===== config.mk =====
export PLATFORM = sky130hd
export DESIGN_NAME = des_core_sched
export DESIGN_NICKNAME = d
export VERILOG_FILES = /design/src/rtl/des_sched_pkg.sv /design/src/rtl/des_rsp_fifo.sv /design/src/rtl/des_core_sched.sv
export SDC_FILE = /design/constraint.sdc
export NUM_CORES = 1
export LEC_CHECK = 0
export CAP_MARGIN = 15
export CORE_UTILIZATION = 35
export DETAILED_ROUTE_END_ITERATION = 6
export GPL_ROUTABILITY_DRIVEN = 0
export PLACE_DENSITY = 0.76
export SLEW_MARGIN = 25
export SYNTH_ARGS = -nofsm -noshare
export SYNTH_HDL_FRONTEND = slang
export SYNTH_SLANG_ARGS = --single-unit

===== constraint.sdc =====
create_clock -name clk -period 2.1 [get_ports clk]
set_input_delay 0.42 -clock clk [delete_from_list [all_inputs] [get_ports clk]]
set_output_delay 0.42 -clock clk [all_outputs]
set_load 0.03 [all_outputs]

===== src/rtl/des_sched_pkg.sv =====
// des_sched_pkg: shared types and constants for the DES core scheduler.
//   DES_W      : DES block / key width.
//   MODE_ENC/MODE_DEC : operation mode encoding.
//   des_tag_t  : in-flight tag {valid, id, mode}; id sized for up to 8 requesters.
//   des_id_w() : requester id width, clog2(n) with a minimum of 1.
package des_sched_pkg;

  localparam int DES_W    = 64;
  localparam logic MODE_ENC = 1'b0;
  localparam logic MODE_DEC = 1'b1;
  localparam int ID_MAX_W = 3;

  typedef struct packed {
    logic                valid;
    logic [ID_MAX_W-1:0] id;
    logic                mode;
  } des_tag_t;

  function automatic int des_id_w(input int n);
    return (n <= 2) ? 1 : $clog2(n);
  endfunction

endpackage


===== src/rtl/des_rsp_fifo.sv =====
// des_rsp_fifo: first-word-fall-through FIFO for completed DES responses.
// Ports:
//   clk, rst_n      : clock, asynchronous active-low reset.
//   push_i / push_data_i : write strobe and data.
//   pop_i           : read strobe; head advances when non-empty.
//   rd_data_o       : head entry, valid whenever empty_o is low.
//   count_o, full_o, empty_o : occupancy status.
// Storage is reset so the head reads as zero after reset.
module des_rsp_fifo #(
  parameter int DEPTH = 4,
  parameter int WIDTH = 8
) (
  input  logic                   clk,
  input  logic                   rst_n,
  input  logic                   push_i,
  input  logic [WIDTH-1:0]       push_data_i,
  input  logic                   pop_i,
  output logic [WIDTH-1:0]       rd_data_o,
  output logic [$clog2(DEPTH):0] count_o,
  output logic                   full_o,
  output logic                   empty_o
);

  localparam int AW = $clog2(DEPTH);

  logic [WIDTH-1:0] mem_q [DEPTH];
  logic [AW-1:0]    wr_ptr_q, rd_ptr_q;
  logic [AW:0]      count_q, count_d;
  logic             do_push, do_pop;

  assign full_o    = (count_q == (AW+1)'(DEPTH));
  assign empty_o   = (count_q == '0);
  assign do_push   = push_i && !full_o;
  assign do_pop    = pop_i && !empty_o;
  assign rd_data_o = mem_q[rd_ptr_q];
  assign count_o   = count_q;

  always_comb begin
    count_d = count_q;
    case ({do_push, do_pop})
      2'b10:   count_d = count_q + (AW+1)'(1);
      2'b01:   count_d = count_q - (AW+1)'(1);
      default: count_d = count_q;
    endcase
  end

  always_ff @(posedge clk or negedge rst_n) begin
    if (!rst_n) begin
      for (int i = 0; i < DEPTH; i++) mem_q[i] <= '0;
      wr_ptr_q <= '0;
      rd_ptr_q <= '0;
      count_q  <= '0;
    end else begin
      if (do_push) begin
        mem_q[wr_ptr_q] <= push_data_i;
        wr_ptr_q        <= wr_ptr_q + AW'(1);
      end
      if (do_pop) rd_ptr_q <= rd_ptr_q + AW'(1);
      count_q <= count_d;
    end
  end

`ifndef SYNTHESIS
  // The credit scheme upstream must make this impossible.
  always @(posedge clk) begin
    if (rst_n) assert (!(push_i && full_o));
  end
`endif

endmodule


===== src/rtl/des_core_sched.sv =====
// des_core_sched: shares one fixed-latency DES core between NUM_REQ requesters.
// Ports:
//   clk, rst_n                       : clock, asynchronous active-low reset.
//   req_valid/req_ready/req_mode     : per-requester handshake and mode (0 enc, 1 dec).
//   req_data/req_key                 : per-requester 64-bit block/key, requester i at [64*i +: 64].
//   core_in_valid/core_mode/core_data/core_key : issue port to the DES core.
//   core_out_data                    : core result, valid CORE_LAT cycles after issue.
//   rsp_valid/rsp_ready/rsp_id/rsp_mode/rsp_data : response stream.
//   busy                             : operation in flight or responses pending.
// Optional build macro DES_SCHED_PRIO_EN: requester 0 wins whenever it is valid,
// the rest share round-robin among themselves (pointer never selects 0).
// Handshakes: a transfer happens on any cycle where valid && ready are both high
// at the rising edge; a requester keeps valid and payload stable until accepted.
module des_core_sched
  import des_sched_pkg::*;
#(
  parameter int NUM_REQ   = 2,
  parameter int CORE_LAT  = 16,
  parameter int RSP_DEPTH = 4,
  localparam int ID_W     = des_id_w(NUM_REQ)
) (
  input  logic                     clk,
  input  logic                     rst_n,
  input  logic [NUM_REQ-1:0]       req_valid,
  output logic [NUM_REQ-1:0]       req_ready,
  input  logic [NUM_REQ-1:0]       req_mode,
  input  logic [NUM_REQ*DES_W-1:0] req_data,
  input  logic [NUM_REQ*DES_W-1:0] req_key,
  output logic                     core_in_valid,
  output logic                     core_mode,
  output logic [DES_W-1:0]         core_data,
  output logic [DES_W-1:0]         core_key,
  input  logic [DES_W-1:0]         core_out_data,
  output logic                     rsp_valid,
  input  logic                     rsp_ready,
  output logic [ID_W-1:0]          rsp_id,
  output logic                     rsp_mode,
  output logic [DES_W-1:0]         rsp_data,
  output logic                     busy
);

  localparam int CW = $clog2(RSP_DEPTH) + 1;
  localparam int FW = ID_W + 1 + DES_W;

  logic [ID_W-1:0]  ptr_q, ptr_d;
  logic [ID_W-1:0]  gnt_id;
  logic             gnt_any;
  logic             hs, pop;
  logic [CW-1:0]    credit_q, credit_d;

  logic             issue_v_q, issue_mode_q;
  logic [ID_W-1:0]  issue_id_q;
  logic [DES_W-1:0] issue_data_q, issue_key_q;

  des_tag_t         tag_q [CORE_LAT];
  des_tag_t         tail;
  logic             inflight;

  logic [FW-1:0]    fifo_rd;
  logic [CW-1:0]    fifo_count;
  logic             fifo_full, fifo_empty;

  function automatic int wrap_add(input int base, input int k, input int n);
    return (base + k >= n) ? base + k - n : base + k;
  endfunction

  // Grant depends only on req_valid and the pointer, never on credits.
  always_comb begin
    gnt_any = 1'b0;
    gnt_id  = '0;
`ifdef DES_SCHED_PRIO_EN
    if (req_valid[0]) begin
      gnt_any = 1'b1;
    end else begin
      // Search requesters 1..NUM_REQ-1 in a ring of NUM_REQ-1 entries.
      for (int k = 0; k < NUM_REQ - 1; k++) begin
        if (!gnt_any &&
            req_valid[wrap_add((ptr_q == '0) ? 0 : int'(ptr_q) - 1, k, NUM_REQ - 1) + 1]) begin
          gnt_any = 1'b1;
          gnt_id  = ID_W'(wrap_add((ptr_q == '0) ? 0 : int'(ptr_q) - 1, k, NUM_REQ - 1) + 1);
        end
      end
    end
`else
    for (int k = 0; k < NUM_REQ; k++) begin
      if (!gnt_any && req_valid[wrap_add(int'(ptr_q), k, NUM_REQ)]) begin
        gnt_any = 1'b1;
        gnt_id  = ID_W'(wrap_add(int'(ptr_q), k, NUM_REQ));
      end
    end
`endif
  end

  always_comb begin
    req_ready = '0;
    req_ready[gnt_id] = gnt_any && (credit_q != '0);
  end

  assign hs  = |(req_valid & req_ready);
  assign pop = rsp_valid && rsp_ready;

  always_comb begin
    ptr_d = ptr_q;
    if (hs) begin
`ifdef DES_SCHED_PRIO_EN
      if (gnt_id != '0) ptr_d = (int'(gnt_id) + 1 >= NUM_REQ) ? ID_W'(1) : gnt_id + ID_W'(1);
`else
      ptr_d = (int'(gnt_id) + 1 >= NUM_REQ) ? '0 : gnt_id + ID_W'(1);
`endif
    end
  end

  always_comb begin
    credit_d = credit_q;
    case ({hs, pop})
      2'b10:   credit_d = credit_q - CW'(1);
      2'b01:   credit_d = credit_q + CW'(1);
      default: credit_d = credit_q;
    endcase
  end

  always_ff @(posedge clk or negedge rst_n) begin
    if (!rst_n) begin
      ptr_q        <= '0;
      credit_q     <= CW'(RSP_DEPTH);
      issue_v_q    <= 1'b0;
      issue_mode_q <= MODE_ENC;
      issue_id_q   <= '0;
      issue_data_q <= '0;
      issue_key_q  <= '0;
    end else begin
      ptr_q     <= ptr_d;
      credit_q  <= credit_d;
      issue_v_q <= hs;
      if (hs) begin
        issue_mode_q <= req_mode[gnt_id];
        issue_id_q   <= gnt_id;
        issue_data_q <= req_data[DES_W*gnt_id +: DES_W];
        issue_key_q  <= req_key[DES_W*gnt_id +: DES_W];
      end
    end
  end

  assign core_in_valid = issue_v_q;
  assign core_mode     = issue_mode_q;
  assign core_data     = issue_data_q;
  assign core_key      = issue_key_q;

  // Stage k carries the tag issued k+1 cycles ago, so the tail lines up
  // with core_out_data exactly CORE_LAT cycles after core_in_valid.
  always_ff @(posedge clk or negedge rst_n) begin
    if (!rst_n) begin
      for (int k = 0; k < CORE_LAT; k++) tag_q[k] <= '0;
    end else begin
      tag_q[0] <= {issue_v_q, ID_MAX_W'(issue_id_q), issue_mode_q};
      for (int k = 1; k < CORE_LAT; k++) tag_q[k] <= tag_q[k-1];
    end
  end

  assign tail = tag_q[CORE_LAT-1];

  always_comb begin
    inflight = issue_v_q;
    for (int k = 0; k < CORE_LAT; k++) inflight = inflight | tag_q[k].valid;
  end

  des_rsp_fifo #(
    .DEPTH (RSP_DEPTH),
    .WIDTH (FW)
  ) u_rsp_fifo (
    .clk         (clk),
    .rst_n       (rst_n),
    .push_i      (tail.valid),
    .push_data_i ({tail.id[ID_W-1:0], tail.mode, core_out_data}),
    .pop_i       (pop),
    .rd_data_o   (fifo_rd),
    .count_o     (fifo_count),
    .full_o      (fifo_full),
    .empty_o     (fifo_empty)
  );

  assign rsp_valid = !fifo_empty;
  assign {rsp_id, rsp_mode, rsp_data} = fifo_rd;
  assign busy = inflight || !fifo_empty;

`ifndef SYNTHESIS
  // credit + in-flight + queued always equals RSP_DEPTH.
  always @(posedge clk) begin
    if (rst_n) begin
      assert (credit_q <= CW'(RSP_DEPTH));
      assert (!(tail.valid && fifo_full));
      assert (int'(credit_q) + int'(fifo_count) <= RSP_DEPTH);
      assert (int'(tail.id) < NUM_REQ);
    end
  end
`endif

endmodule


==> impl_metrics.yaml, run 1 <==
detailed_routing:
  route.detailed.drc: 2
  routed_via_density: 5.247
  route.antenna.remaining_nets: 0
  route.final.wire_length_um: 60280
  routed_wl_per_cell_um: 23.80
  vias_post_dr: 13291
  detailedRoute.firstIterationViolations: 722
  drtPass1Iterations: 7
layout:
  design_area_mm2: 0.02782
  post_route_cells_drive_above_1_share: 0.3496
  multi_input_area_mm2: 0.007153
  areaGrowthSynthToFinish_pct: 46.92
  layout.area.seq_mm2: 0.01137
  nets: 2139
  final_core_util: 0.5251
  num-fill-cells: 4440
logic_synthesis:
  synth_instances: 1194
  yosys_warnings: 0
  synth-seq-area-share: 0.6002
  synth_area_leaders: "sky130_fd_sc_hd__dfrtp_1 60%, sky130_fd_sc_hd__mux2_2 16%, sky130_fd_sc_hd__mux4_2 7.9%"
  synth.cells.most_frequent: "453 x sky130_fd_sc_hd__dfrtp_1, 266 x sky130_fd_sc_hd__mux2_2, 99 x sky130_fd_sc_hd__a221o_1, 99 x sky130_fd_sc_hd__and2_1, 66 x sky130_fd_sc_hd__mux4_2"
  synth_top_area_share: 0.5988
  synth-edff-count: 0
  post_synth.cell_area_avg_um2: 15.86
  synth_async_sr_flop_share: 1.000
  synth_fp_nets: 1529
  synthFlopType: "sky130_fd_sc_hd__dfrtp_1"
  post_synth_instance_area_mm2: 0.01893
  number_of_distinct_library_cells_after_synthesis: 34
  postSynthRegisterBits: 454
  yosys.area.top_type: "sky130_fd_sc_hd__dfrtp_1"
  post-synth-top-count-cell: "sky130_fd_sc_hd__dfrtp_1"
clocking:
  clock_sink_count: 454
  path_clk_slew_ns: 0.06
  clk-insertion-delay-late_ns: 0.59
  tritoncts.num_buffers: 49
  cts.htree.levels: 2
  clock_path_buffers: 3
  cts_root_buffer: "sky130_fd_sc_hd__clkbuf_16"
  tritoncts: "built"
global_routing:
  grt_use_total: 0.2162
  via_count_of_the_first_global_routing_pass: 14293
  antenna_found_initial: 7
  largest_net_degree_at_the_start_of_global_routing: 78
  grt-ovfl-total: 0
  wire_length_of_the_first_global_routing_pass_um: 89170
worst_setup_path:
  critical_path.n_buffers_inverters: 4
  slowest_stage_cell_cp: "sky130_fd_sc_hd__dfrtp_4"
  cp-end-kind: "output port"
  critPathRequiredTime_ns: 1.68
  crit_path_cell_trace: "buf_6, buf_8, buf_4, mux4_2, buf_6"
  critPathMaxFanout: 5
  cp_top_family: "buffers and inverters"
  cpPeakStageDelay_ns: 0.51
  crit_path_start_kind: "register"
  criticalPathCategory: "register to output port"
  ff2ff_setup_slack_ns: -0.02
  arrival_time_worst_endpoint_ns: 2.12
  critPathMostFrequentCell: "sky130_fd_sc_hd__buf_6"
worst_hold_path:
  min-delay-path-class: "register to register"
power_and_ir_drop:
  power.leakage_uw: 0.01177
  power_per_cell_area_mw_per_mm2: 1774
  report.power.total_uw: 49340
  irDropWorstVdd_mv: 0.7975
timing:
  report.final.setup_viol: 68
  post_layout_minimum_cycle_time_ns: 2.545
  relSlewSlack: 0.6493
  tightestPinTransition_ns: 0.5244
  achievable-frequency_mhz: 393.0
  fin_worst_skew_ns: 0.02124
  final_hold_viol_count: 0
  setup_slack_ns: -0.4448
  period_utilisation_layout: 1.212
  slew_viols_final: 0
  grt_setup_unrepaired: "yes"
flow_run:
  number_of_max_cap_violations: 0
die:
  rows: 84
  start_util: 0.3574
  boundaryPins: 527
  floorplan.die.width_um: 234.6
  die_y_um: 234.6
  floorplan.die_area_mm2: 0.05503
  placeableCoreArea_mm2: 0.05297
placed_design:
  placement.cell_area_mm2: 0.02556
  hpwl_um: 43210
  io_buffer_count: 526
  place_worst_setup_slack_ns: -0.1923
status:
  status: "finished, violations left"
  failing_checks: "DRC, setup timing"
placed cells by master (no fill, tap or decap), types with 3 or more instances in the layout:
cell type,Yosys,layout
sky130_fd_sc_hd__inv_1,8,6
sky130_fd_sc_hd__mux2_2,266,265
sky130_fd_sc_hd__clkinvlp_4,0,4
sky130_fd_sc_hd__nor2_1,7,3
sky130_fd_sc_hd__bufinv_16,0,5
sky130_fd_sc_hd__clkinv_4,0,3
sky130_fd_sc_hd__ha_1,6,4
sky130_fd_sc_hd__diode_2,0,3
sky130_fd_sc_hd__buf_12,0,28
sky130_fd_sc_hd__xnor2_1,4,4
sky130_fd_sc_hd__dlygate4sd2_1,0,59
sky130_fd_sc_hd__o21ai_0,3,3
sky130_fd_sc_hd__nor4_2,0,3
sky130_fd_sc_hd__o32ai_1,31,30
sky130_fd_sc_hd__a2bb2oi_1,30,30
sky130_fd_sc_hd__buf_6,16,71
sky130_fd_sc_hd__clkbuf_8,0,10
sky130_fd_sc_hd__buf_4,3,91
sky130_fd_sc_hd__dlymetal6s2s_1,0,19
sky130_fd_sc_hd__and2_1,99,98
sky130_fd_sc_hd__buf_8,0,6
sky130_fd_sc_hd__xor2_1,5,5
sky130_fd_sc_hd__clkdlybuf4s50_1,0,371
sky130_fd_sc_hd__dfrtp_1,453,449
sky130_fd_sc_hd__clkbuf_16,0,51
sky130_fd_sc_hd__clkinv_2,0,9
sky130_fd_sc_hd__nand2_1,4,4
sky130_fd_sc_hd__nor2_4,0,5
sky130_fd_sc_hd__a221o_1,99,99
sky130_fd_sc_hd__clkbuf_1,30,6
sky130_fd_sc_hd__mux4_2,66,66
worst register-to-register path, stage by stage (launching register included):
cell and delay (ns):
sky130_fd_sc_hd__dfrtp_1 0.38, sky130_fd_sc_hd__or3_4 0.39, sky130_fd_sc_hd__buf_6 0.13, sky130_fd_sc_hd__and2_4 0.17, sky130_fd_sc_hd__ha_4 0.16, sky130_fd_sc_hd__inv_2 0.04, sky130_fd_sc_hd__fa_2 0.43, sky130_fd_sc_hd__mux2_4 0.29
flip-flops by register name, indices dropped and copies added, names as in the netlist:
name,count
u_rsp_fifo.rd_ptr_q,2
core_key,64
u_rsp_fifo.mem_q,264
core_data,64
ptr_q,1
core_in_valid,1
tag_q,48
credit_q,3
core_mode,1
issue_id_q,1
u_rsp_fifo.wr_ptr_q,2
u_rsp_fifo.count_o,3
path summary, 6_finish.rpt:
| kind | start | to | cells past startpoint |
|---|---|---|---|
| max | u_rsp_fifo.rd_ptr_q[0]$_DFFE_PN0P_ | rsp_mode | 5 |
| min | tag_q[46]$_DFF_PN0_ | tag_q[41]$_DFF_PN0_ | 0 |
| max reg2reg | u_rsp_fifo.count_o[1]$_DFFE_PN0P_ | credit_q[1]$_DFFE_PN0P_ | 7 |
| min reg2reg | tag_q[46]$_DFF_PN0_ | tag_q[41]$_DFF_PN0_ | 0 |
| max in group asynchronous | rst_n | u_rsp_fifo.mem_q[100]$_DFFE_PN0P_ | 3 |
| min in group asynchronous | rst_n | u_rsp_fifo.mem_q[235]$_DFFE_PN0P_ | 2 |
logic make-up after synthesis:
logic type	share of synthesized area
fa+ha+maj	0.006080
simple gates	0.04124
flops	0.6002
buf+inv	0.02921
xor+xnor	0.004163
compound gates	0.08188
mux	0.2373
power breakdown:
part	internal (µW)	total [µW]	leakage, µW	switching, µW
sequential	13100	15600	0.00533	2580
clock	5280	8900	0.000820	3610
combinational	12600	24800	0.00562	12200
final cells by class:
type	instances	area share
repair buffers	650	0.2415
flip-flops and latches	454	0.4088
clock buffers	65	0.04984
multi-input cells	641	0.2572
well taps	688	0.03095
inverters	8	0.001080
clock inverters	24	0.01039
diodes	3	0.0002699
metal layers:
layer  vias to the layer above  track usage  wire length (µm)
li1                       5753            -                 -
met1                      6946       0.2655             23560
met2                       483       0.3608             30040
met3                       105      0.06734              4713
met4                         4      0.07056              1932
met5                         -            0                28
per-stage QoR:
| stage | setup TNS (ns) | instances | hold slack (ns) |
|---|---|---|---|
| 2_1_floorplan | 0 | 1194 | 0.1244 |
| 3_3_place_gp | -7.700 | 2417 | 0.3339 |
| 3_5_place_dp | -8.308 | 2417 | 0.3358 |
| 4_1_cts | -27.90 | 2525 | 0.3431 |
| 5_1_grt | -29.21 | 2532 | 0.3466 |
| 6_report | -23.61 | 2533 | 0.3414 |
what timing repair did:
action                                  CTS  global route
buffers inserted                         14             7
cloned                                    4             2
pin swaps                                 8            11
endpoints found under the setup margin  130            96
gates resized for setup                 425            32
hold buffers                              1             0
hold endpoints to repair                 36             0
Power figures use the tool's default switching activity.
==> run 2: changes to the inputs <==
CTS_CLUSTER_SIZE = 16   (was default)
==> results of run 2 <==
Final layout, timing and power as in run 1 (identical DEF).
